**config.mk**
```make
export PLATFORM = sky130hd
export DESIGN_NAME = frog_move_sequencer_flat
export DESIGN_NICKNAME = d
export VERILOG_FILES = /design/src/rtl/frog_move_sequencer_if.sv /design/src/rtl/frog_move_sequencer.sv /design/src/flat_wrapper.sv
export SDC_FILE = /design/constraint.sdc
export NUM_CORES = 1
export LEC_CHECK = 0
export ABC_AREA = 1
export CELL_PAD_IN_SITES_DETAIL_PLACEMENT = 0
export CELL_PAD_IN_SITES_GLOBAL_PLACEMENT = 1
export CORE_MARGIN = 1.5
export CORE_UTILIZATION = 36
export CTS_CLUSTER_DIAMETER = 80
export DETAILED_ROUTE_END_ITERATION = 10
export PLACE_DENSITY_LB_ADDON = 0.12
export RECOVER_POWER = 100
export SYNTH_ARGS = -nofsm -noshare
export SYNTH_HDL_FRONTEND = slang
export SYNTH_SLANG_ARGS = --single-unit
```
**constraint.sdc**
```tcl
create_clock -name Clk -period 2.7 [get_ports Clk]
set_input_delay 0.54 -clock Clk [delete_from_list [all_inputs] [get_ports Clk]]
set_output_delay 0.54 -clock Clk [all_outputs]
set_load 0.02 [all_outputs]
```
**src/rtl/frog_move_sequencer_if.sv**
```systemverilog
// Move handshake between the frog move sequencer and the frog motion logic.
// The sequencer drives the master side; the consumer drives the slave side.
interface frog_move_sequencer_if;
    logic       move_valid;
    logic       move_ready;
    logic [1:0] move_dir;

    modport master (
        output move_valid,
        output move_dir,
        input  move_ready
    );

    modport slave (
        input  move_valid,
        input  move_dir,
        output move_ready
    );
endinterface

```
**src/rtl/frog_move_sequencer.sv**
```systemverilog
// Frog move sequencer: turns the NIOS keycode export into frame-aligned frog
// moves, queued in a small FIFO and handed out with valid/ready.
// Optional feature macro: FROG_AUTOREPEAT_EN (hold-to-repeat moves). When it is
// undefined, a held key produces exactly one move per press or direction change.
module frog_move_sequencer #(
    parameter int       FIFO_DEPTH    = 4,
    parameter int       REPEAT_DELAY  = 15,
    parameter int       REPEAT_PERIOD = 6,
    parameter bit [7:0] KEY_UP        = 8'h1A,
    parameter bit [7:0] KEY_LEFT      = 8'h04,
    parameter bit [7:0] KEY_DOWN      = 8'h16,
    parameter bit [7:0] KEY_RIGHT     = 8'h07
) (
    input  logic                        Clk,
    input  logic                        Reset,
    input  logic                        frame_clk,
    input  logic [15:0]                 keycode,
    frog_move_sequencer_if.master       move,
    output logic [$clog2(FIFO_DEPTH):0] queue_count,
    output logic                        overflow
);

    localparam int PW = $clog2(FIFO_DEPTH);
    localparam int CW = PW + 1;

    // Reject configurations the FIFO pointers and 8-bit frame counter cannot honour.
    if (FIFO_DEPTH < 2 || (FIFO_DEPTH & (FIFO_DEPTH - 1)) != 0 ||
        REPEAT_DELAY < 1 || REPEAT_DELAY > 255 ||
        REPEAT_PERIOD < 1 || REPEAT_PERIOD > 255) begin : g_param_check
        $error("frog_move_sequencer: illegal parameter combination");
    end

    // ------------------------------------------------------------------
    // Frame tick: two-flop synchroniser plus one edge-detect flop
    // ------------------------------------------------------------------
    logic sync1_q, sync2_q, sync3_q;
    logic frame_tick;

    // Synchronise VGA_VS into the Clk domain and keep the previous level.
    // NOTE: sequential state always uses non-blocking assignments so every flop samples pre-edge values.
    always_ff @(posedge Clk) begin
        if (Reset) begin
            sync1_q <= 1'b0;
            sync2_q <= 1'b0;
            sync3_q <= 1'b0;
        end else begin
            sync1_q <= frame_clk;
            sync2_q <= sync1_q;
            sync3_q <= sync2_q;
        end
    end

    assign frame_tick = sync2_q & ~sync3_q;

    // ------------------------------------------------------------------
    // Key decode: only the low byte carries the HID usage code
    // ------------------------------------------------------------------
    logic       hit;
    logic [1:0] key_dir;
    logic       unused_key_hi;

    assign unused_key_hi = ^keycode[15:8];

    // Map the four WASD codes onto a direction; everything else is no key.
    // NOTE: every combinational output gets a default first so no path can infer a latch.
    always_comb begin
        hit     = 1'b1;
        key_dir = 2'd0;
        case (keycode[7:0])
            KEY_UP:    key_dir = 2'd0;
            KEY_LEFT:  key_dir = 2'd1;
            KEY_DOWN:  key_dir = 2'd2;
            KEY_RIGHT: key_dir = 2'd3;
            default:   hit     = 1'b0;
        endcase
    end

    // ------------------------------------------------------------------
    // Move FSM, advanced once per frame tick
    // ------------------------------------------------------------------
`ifdef FROG_AUTOREPEAT_EN
    typedef enum logic [1:0] {S_IDLE, S_HOLD, S_REPEAT} state_t;

    localparam logic [7:0] DELAY_LAST  = 8'(REPEAT_DELAY - 1);
    localparam logic [7:0] PERIOD_LAST = 8'(REPEAT_PERIOD - 1);

    logic [7:0] cnt_q, cnt_d, cnt_inc;

    assign cnt_inc = (cnt_q == 8'hFF) ? cnt_q : cnt_q + 8'd1;
`else
    typedef enum logic [1:0] {S_IDLE, S_HOLD} state_t;
`endif

    state_t     state_q, state_d;
    logic [1:0] cur_dir_q, cur_dir_d;
    logic       push;
    logic [1:0] push_dir;

    // FSM state register.
    always_ff @(posedge Clk) begin
        if (Reset) begin
            state_q   <= S_IDLE;
            cur_dir_q <= 2'd0;
`ifdef FROG_AUTOREPEAT_EN
            cnt_q     <= 8'd0;
`endif
        end else begin
            state_q   <= state_d;
            cur_dir_q <= cur_dir_d;
`ifdef FROG_AUTOREPEAT_EN
            cnt_q     <= cnt_d;
`endif
        end
    end

    // Next-state and move-push decision; nothing happens between ticks.
    always_comb begin
        state_d   = state_q;
        cur_dir_d = cur_dir_q;
        push      = 1'b0;
        push_dir  = cur_dir_q;
`ifdef FROG_AUTOREPEAT_EN
        cnt_d     = cnt_q;
`endif
        if (frame_tick) begin
            case (state_q)
                S_IDLE: begin
                    if (hit) begin
                        push      = 1'b1;
                        push_dir  = key_dir;
                        cur_dir_d = key_dir;
                        state_d   = S_HOLD;
`ifdef FROG_AUTOREPEAT_EN
                        cnt_d     = 8'd0;
`endif
                    end
                end
                S_HOLD: begin
                    if (!hit) begin
                        state_d = S_IDLE;
                    end else if (key_dir != cur_dir_q) begin
                        push      = 1'b1;
                        push_dir  = key_dir;
                        cur_dir_d = key_dir;
`ifdef FROG_AUTOREPEAT_EN
                        cnt_d     = 8'd0;
                    end else if (cnt_q == DELAY_LAST) begin
                        push    = 1'b1;
                        cnt_d   = 8'd0;
                        state_d = S_REPEAT;
                    end else begin
                        cnt_d = cnt_inc;
`endif
                    end
                end
`ifdef FROG_AUTOREPEAT_EN
                S_REPEAT: begin
                    if (!hit) begin
                        state_d = S_IDLE;
                    end else if (key_dir != cur_dir_q) begin
                        push      = 1'b1;
                        push_dir  = key_dir;
                        cur_dir_d = key_dir;
                        cnt_d     = 8'd0;
                        state_d   = S_HOLD;
                    end else if (cnt_q == PERIOD_LAST) begin
                        push  = 1'b1;
                        cnt_d = 8'd0;
                    end else begin
                        cnt_d = cnt_inc;
                    end
                end
`endif
                default: state_d = S_IDLE;
            endcase
        end
    end

    // ------------------------------------------------------------------
    // Move FIFO
    // ------------------------------------------------------------------
    logic [1:0]    mem_q [FIFO_DEPTH];
    logic [PW-1:0] wr_ptr_q, rd_ptr_q;
    logic [CW-1:0] count_q;
    logic          overflow_q;
    logic          full, pop, push_ok;

    assign full    = (count_q == CW'(FIFO_DEPTH));
    assign pop     = move.move_valid & move.move_ready;
    assign push_ok = push & (~full | pop);

    // Pointer, occupancy and sticky overflow bookkeeping.
    always_ff @(posedge Clk) begin
        if (Reset) begin
            wr_ptr_q   <= '0;
            rd_ptr_q   <= '0;
            count_q    <= '0;
            overflow_q <= 1'b0;
        end else begin
            if (pop) begin
                rd_ptr_q <= rd_ptr_q + PW'(1);
            end
            if (push_ok) begin
                wr_ptr_q <= wr_ptr_q + PW'(1);
            end
            if (push && full && !pop) begin
                overflow_q <= 1'b1;
            end
            case ({push_ok, pop})
                2'b10:   count_q <= count_q + CW'(1);
                2'b01:   count_q <= count_q - CW'(1);
                default: count_q <= count_q;
            endcase
        end
    end

    // Move storage.
    // NOTE: the storage array has no reset; entries are only observable once written, and pointers are reset.
    always_ff @(posedge Clk) begin
        if (push_ok) begin
            mem_q[wr_ptr_q] <= push_dir;
        end
    end

    assign move.move_valid = (count_q != '0);
    assign move.move_dir   = move.move_valid ? mem_q[rd_ptr_q] : 2'd0;
    assign queue_count     = count_q;
    assign overflow        = overflow_q;

endmodule

```
**src/flat_wrapper.sv**
```systemverilog
// flat-port wrapper written by rule: the top's interface ports become plain ports
module frog_move_sequencer_flat 
#(
    parameter int       FIFO_DEPTH    = 4,
    parameter int       REPEAT_DELAY  = 15,
    parameter int       REPEAT_PERIOD = 6,
    parameter bit [7:0] KEY_UP        = 8'h1A,
    parameter bit [7:0] KEY_LEFT      = 8'h04,
    parameter bit [7:0] KEY_DOWN      = 8'h16,
    parameter bit [7:0] KEY_RIGHT     = 8'h07
)
  (Clk, Reset, frame_clk, keycode, queue_count, overflow, move_move_valid, move_move_dir, move_move_ready);
  frog_move_sequencer_if move_i ();
  input  logic Clk;
  input  logic Reset;
  input  logic frame_clk;
  input  logic [15:0] keycode;
  output logic [$clog2(FIFO_DEPTH):0] queue_count;
  output logic overflow;
  output wire logic [$bits(move_i.move_valid)-1:0] move_move_valid;
  output wire logic [$bits(move_i.move_dir)-1:0] move_move_dir;
  input wire logic [$bits(move_i.move_ready)-1:0] move_move_ready;
  assign move_move_valid = move_i.move_valid;
  assign move_move_dir = move_i.move_dir;
  assign move_i.move_ready = move_move_ready;
  frog_move_sequencer #(.FIFO_DEPTH(FIFO_DEPTH), .REPEAT_DELAY(REPEAT_DELAY), .REPEAT_PERIOD(REPEAT_PERIOD), .KEY_UP(KEY_UP), .KEY_LEFT(KEY_LEFT), .KEY_DOWN(KEY_DOWN), .KEY_RIGHT(KEY_RIGHT)) u_core (.Clk(Clk), .Reset(Reset), .frame_clk(frame_clk), .keycode(keycode), .move(move_i), .queue_count(queue_count), .overflow(overflow));
endmodule
```
### Word-level counts from Yosys, hierarchy flattened

Memories as Yosys holds them, arrays and structs flattened. A register that Yosys moved wholly into a read port is not among the register bits.
Cells that the tools add are included.

| operators by class | value |
|---|---|
| equal/unequal tests | 11 |
| reductions and logical operators | 8 |
| bitwise operators | 6 |
| add/sub/neg operators | 4 |
| multiplexer cells | 21 |

Operator list:

| kind | count |
|---|---|
| 2-bit 2-to-1 mux | 9 |
| 8-bit by 3-bit equality test with 1-bit output, second input constant | 2 |
| 8-bit by 5-bit equality test with 1-bit output, second input constant | 2 |
| 2-bit case mux with 2 select lines | 2 |
| 1-bit 2-to-1 mux | 7 |
| 2-bit case mux with 3 select lines | 1 |
| 3-bit case mux with 2 select lines | 1 |
| 2-bit by 1-bit adder with 2-bit output, second input constant | 2 |
| 2-bit by 1-bit equality test with 1-bit output, second input constant | 2 |
| 4-bit OR reduction | 1 |
| 3-bit by 1-bit adder with 3-bit output, second input constant | 1 |
| 1-bit AND | 3 |
| 3-bit equality test, second input constant | 1 |
| 3-bit AND reduction | 1 |
| 3-bit nonzero test | 1 |
| 3-bit by 1-bit subtractor with 3-bit output, second input constant | 1 |
| 2-bit equality test, second input constant | 1 |
| 1-bit logical AND | 2 |
| 2-bit logical NOT | 1 |
| 2-bit by 1-bit inequality test with 1-bit output, second input constant | 1 |
| 2-bit inequality test | 1 |
| 2-bit inequality test, second input constant | 1 |
| 1-bit NOT | 2 |
| 1-bit case mux with 2 select lines | 1 |
| 3 further kinds | 3 |

| word-level totals | value |
|---|---|
| register bits | 15 |
| logic and storage cells | 60 |
| memories | 1 |
| memory bits (writable) | 8 |

Memories:

| name | words | bits a word | rd ports | clocked after memory_dff | wr ports | line | source |
|---|---|---|---|---|---|---|---|
| u_core.mem_q | 4 | 2 | 1 | 1 | 1 | frog_move_sequencer.sv:182 | `logic [1:0] mem_q [FIFO_DEPTH];` |

### Depth between registers and ports, before layout

| depth | value |
|---|---|
| depth after elaboration | 10 |
| mapped depth | 16 |
| depth with buffers taken out | 16 |

### Least setup slack after synthesis

OpenSTA, ideal clock, no wires.

| timing path | value |
|---|---|
| kind | input port to flip-flop |
| from | input keycode[5] |
| to | register u_core.count_q[2] (netlist: u_core.queue_count[2]) |
| setup time | 0.115 ns |
| stages | 15 |
| data arrival time | 1.927 ns |
| buffers on the path | 0 |
| setup slack | 0.658 ns |
| data required time | 2.585 ns |
| cell sequence | nor2_1 nand2_1 nor2_2 nand2_1 nand2_1 nand2_2 nand4_4 nand2_4 nand2_4 inv_1 fa_1 inv_1 nand2_2 a21oi_1 nor2_1 |

| on the way | value |
|---|---|
| longest elaborated chain between the ends | 10 |
| elaborated cells between the ends (all ways) | 18 |
| those cells by class | 7 x eq/ne; 8 x mux; 1 x bitwise; 2 x reduce/logical |

Ends and longest elaborated chain:

| what | line | source |
|---|---|---|
| start, declared | flat_wrapper.sv:17 | `input logic [15:0] keycode;` |
| 8-bit by 3-bit equality test with 1-bit output or 8-bit by 5-bit equality test with 1-bit output (tied branches) | frog_move_sequencer.sv:69 | `case (keycode[7:0])` |
| 2-bit case mux with 3 select lines | frog_move_sequencer.sv:69 |  |
| 2-bit inequality test | frog_move_sequencer.sv:141 | `end else if (key_dir != cur_dir_q) begin` |
| 1-bit 2-to-1 mux | frog_move_sequencer.sv:141 |  |
| 1-bit 2-to-1 mux | frog_move_sequencer.sv:139 | `if (!hit) begin` |
| 1-bit case mux with 2 select lines * | frog_move_sequencer.sv:126 | `case (state_q)` |
| 1-bit 2-to-1 mux * | frog_move_sequencer.sv:125 | `if (frame_tick) begin` |
| 1-bit AND * | frog_move_sequencer.sv:190 | `assign push_ok = push & (~full \| pop);` |
| 2-bit by 1-bit equality test with 1-bit output or 2-bit equality test (tied branches) | frog_move_sequencer.sv:209 | `case ({push_ok, pop})` |
| 3-bit case mux with 2 select lines or 2-bit nonzero test (tied branches) | - |  |
| end signal, assigned | frog_move_sequencer.sv:210 | `2'b10: count_q <= count_q + CW'(1);` |
| end signal, assigned | frog_move_sequencer.sv:211 | `2'b01: count_q <= count_q - CW'(1);` |
| end signal, assigned | frog_move_sequencer.sv:212 | `default: count_q <= count_q;` |
| end, declared | frog_move_sequencer.sv:184 | `logic [CW-1:0] count_q;` |

Every way passes the cells marked *; elsewhere a longest branch is shown, timed or not.
A chain may end at the register's enable or synchronous reset.

### Final worst setup path

| timing path | value |
|---|---|
| from | input keycode[0] |
| to | register u_core.count_q[2] (netlist: u_core.queue_count[2]) |

The elaborated chain is that of the path after synthesis.

==> results.md <==
* Outcome: complete, no violations
* CP max FO at 5
* Synth area leader: dfxtp_1
* Starting Density at 0.379
* PwrDens at 579 nW/um2
* Min Tclk post-route at 2.35 ns
* RSZ-0062 raised after global routing: no
* Total number of vias at 979
* Ant. Diodes at 0
* CP Class: in -> reg
* Cts bufs inserted at 3
* CP endpoint kind: flip-flop
* Clk_lat worst skew at 0.31 ns
* Post-Syn Instances at 154
* Most common cell on crit path: nand2_1
* Initial DRT Pass Iterations at 2
* Post-cts hold buffer count at 0
* Drt total wl at 2170 um
* Synth-to-layout area growth at 20.3%
* Largest net degree at the start of global routing at 15
* Number of global-route vias before repair at 953
* Post-CTS setup buffers at 0
* Final count of pins violating max slew at 0
* CP required at 2.92 ns
* Reg clk slew, reported paths at 0.13 ns
* F_max at 425 MHz
* CP max stage delay at 0.45 ns
* Worst path depth at 14
* Bufs on Longest Clock Path at 2
* Ports at 27
* DRC Markers at 0
* Initial antenna violation count at 0
* Leak at 0.000654 uW
* CTS root buffer: clkbuf_4
* Slew Limit Headroom at 0.632
* Crit path DAT at 2.58 ns
* Final nets at 202
* Share of cells above drive strength 1 at 0.153
* Post-synth top cells: 30 x inv_1, 22 x nor2_1, 18 x nand2_1, 16 x dfxtp_1
* Dominant cells by area after synthesis: dfxtp_1 25%, edfxtp_1 19%, inv_1 8.8%
* FP Rows at 21
* Total grt overflow at 0
* Share of the synthesized area in the top cell type at 0.251
* CTS tree: yes
* Gr usage total at 0.127
* Number of gates resized after cts at 0
* Mapped Area at 1270 um2
* Die Span Y at 62.5 um
* Max rail drop VDD at 0.282 mV
* Antenna Nets Post-Route at 0
* CTS H-tree lvls at 1
* DP HPWL at 1820 um
* Die Area at 3910 um2
* Port Buf Inserts at 18
* Syn_area_per_cell at 8.28 um2
* Setup Skew at 0.0104 ns
* Yosys reg bits at 24
* Register area share after synthesis at 0.440
* GP Congestion at 0.775
* Most frequent cell after synthesis: inv_1
* Die width at 62.5 um
* Core area at 3360 um2
* Hold Crit Depth at 2
* Synthesis warning total at 0
* Slowest CP cell: clkdlybuf4s50_1
* Least-Margin Pin Slew at 0.546 ns
* Hold crit path type: reg -> reg
* Worst Setup Start Kind: input pin
* Via density at 4.41
* Reg2Reg Setup Slack at 0.72 ns
* Filler cells at 389
* CP Buf/Inv Count at 3
* Post-synth top flop: dfxtp_1
* Final Power at 888 uW
* Clock sink total at 24
* Placed Instances at 218
* Worst path cell trace: clkdlybuf4s50_1 -> xnor2_1 -> nand2_1 -> nand2_1 -> nand2_2 -> nand4_4 -> nand2_1 -> nand2_4 -> inv_1 -> fa_1 -> inv_1 -> nand2_2 -> a21oi_1 -> nor2_1
* Final setup viols at 0
* Period utilization at 0.871
* Setup TNS at 0 ns
* DR iter-0 viols at 16
* Max-Cap Viols at 0
* Syn nets at 179
* Final hold vios at 0
* Unique masters post-synth at 24
* First-pass GRT wire length at 3980 um
* Filler-free cell count of the finished design at 222
* Delay-heaviest family, CP: simple AND/OR/NAND/NOR gates
* Asr flop ratio synth at 0
* Routed WL per cell at 9.77 um
* Reg2reg path depth at 14
* Post-synth EDFFs at 8
power by group:
group / leakage [uW] / internal (uW) / total [uW] / switching, uW
clock: 0.0000261 / 113 / 218 / 105
sequential: 0.000213 / 393 / 419 / 25.6
combinational: 0.000415 / 101 / 251 / 150
total: 0.000654 / 608 / 888 / 281
worst paths after layout:
path,from,endpoint
max,keycode[0],u_core.queue_count[2]
min,u_core.sync1_q,u_core.sync2_q
max reg2reg,u_core.sync2_q,u_core.queue_count[2]
min reg2reg,u_core.sync1_q,u_core.sync2_q
metal layers:
layer  part of all wire  track usage  vias to the layer above
li1                   -            -                      522
met1               0.45        0.146                      447
met2               0.51        0.231                        8
met5                  0            0                        -
met4              0.011       0.0528                        0
met3              0.021       0.0216                        2
per-stage QoR:
step                      setup WS (ns)   util  hold WS [ns]  instance area, um2
final                             0.348  0.456         0.420                1530
after detailed placement         0.0529  0.449         0.409                1510
after global routing              0.149  0.456         0.458                1530
after global placement           0.0688  0.449         0.407                1510
after CTS                         0.360  0.463         0.430                1560
after floorplan                   0.658      -         0.388                1270
placed cells by master (no fill, tap or decap), types with 2 or more instances in the layout:
cell and instances:
nand3_1 8, nor2_2 5, nor2_1 22, nand2_4 2, dfxtp_1 16, nand2_1 19, dlygate4sd3_1 8, ha_1 4
edfxtp_1 8, clkdlybuf4s50_1 10, nand2_2 9, inv_2 2, a21oi_1 9, inv_1 30, o21ai_0 8, clkbuf_4 3
a21oi_2 2
worst register-to-register path, stage by stage (launching register included):
cell     delay (ns)
dfxtp_1        0.35
inv_2          0.04
nor2_2         0.12
inv_1          0.07
nor2_1         0.08
nand3_1        0.13
nand2_4        0.10
nand2_1        0.11
nand2_4        0.11
inv_1          0.05
fa_1           0.40
inv_1          0.08
nand2_2        0.05
a21oi_1        0.14
nor2_1         0.06
logic make-up (layout without fill, tap and decap cells):
group           Yosys count  count (layout)  synth area share
buf+inv                  33              55             0.103
compound gates           21              21            0.0903
flops                    24              24             0.440
fa+ha+maj                 5               5            0.0550
xor+xnor                  2               2            0.0137
simple gates             69              69             0.298
registers in the layout, indices dropped and copies added, names as in the netlist, named ones only:
name and count:
u_core.sync2_q 1, u_core.overflow 1, u_core.wr_ptr_q 2, u_core.cur_dir_q 2
u_core.sync3_q 1, u_core.sync1_q 1, u_core.queue_count 3, u_core.rd_ptr_q 2
u_core.state_q 1, u_core.mem_q 8
area by class of cell:
cell class                      instances  area (um2)  area share
Clock buffer                            4        47.5      0.0310
Inverter                               32         120      0.0783
Multi-Input combinational cell         97         564       0.368
Sequential cell                        24         561       0.365
Tap cell                               46        57.6      0.0375
Timing Repair Buffer                   19         184       0.120
Power figures use the tool's default switching activity.
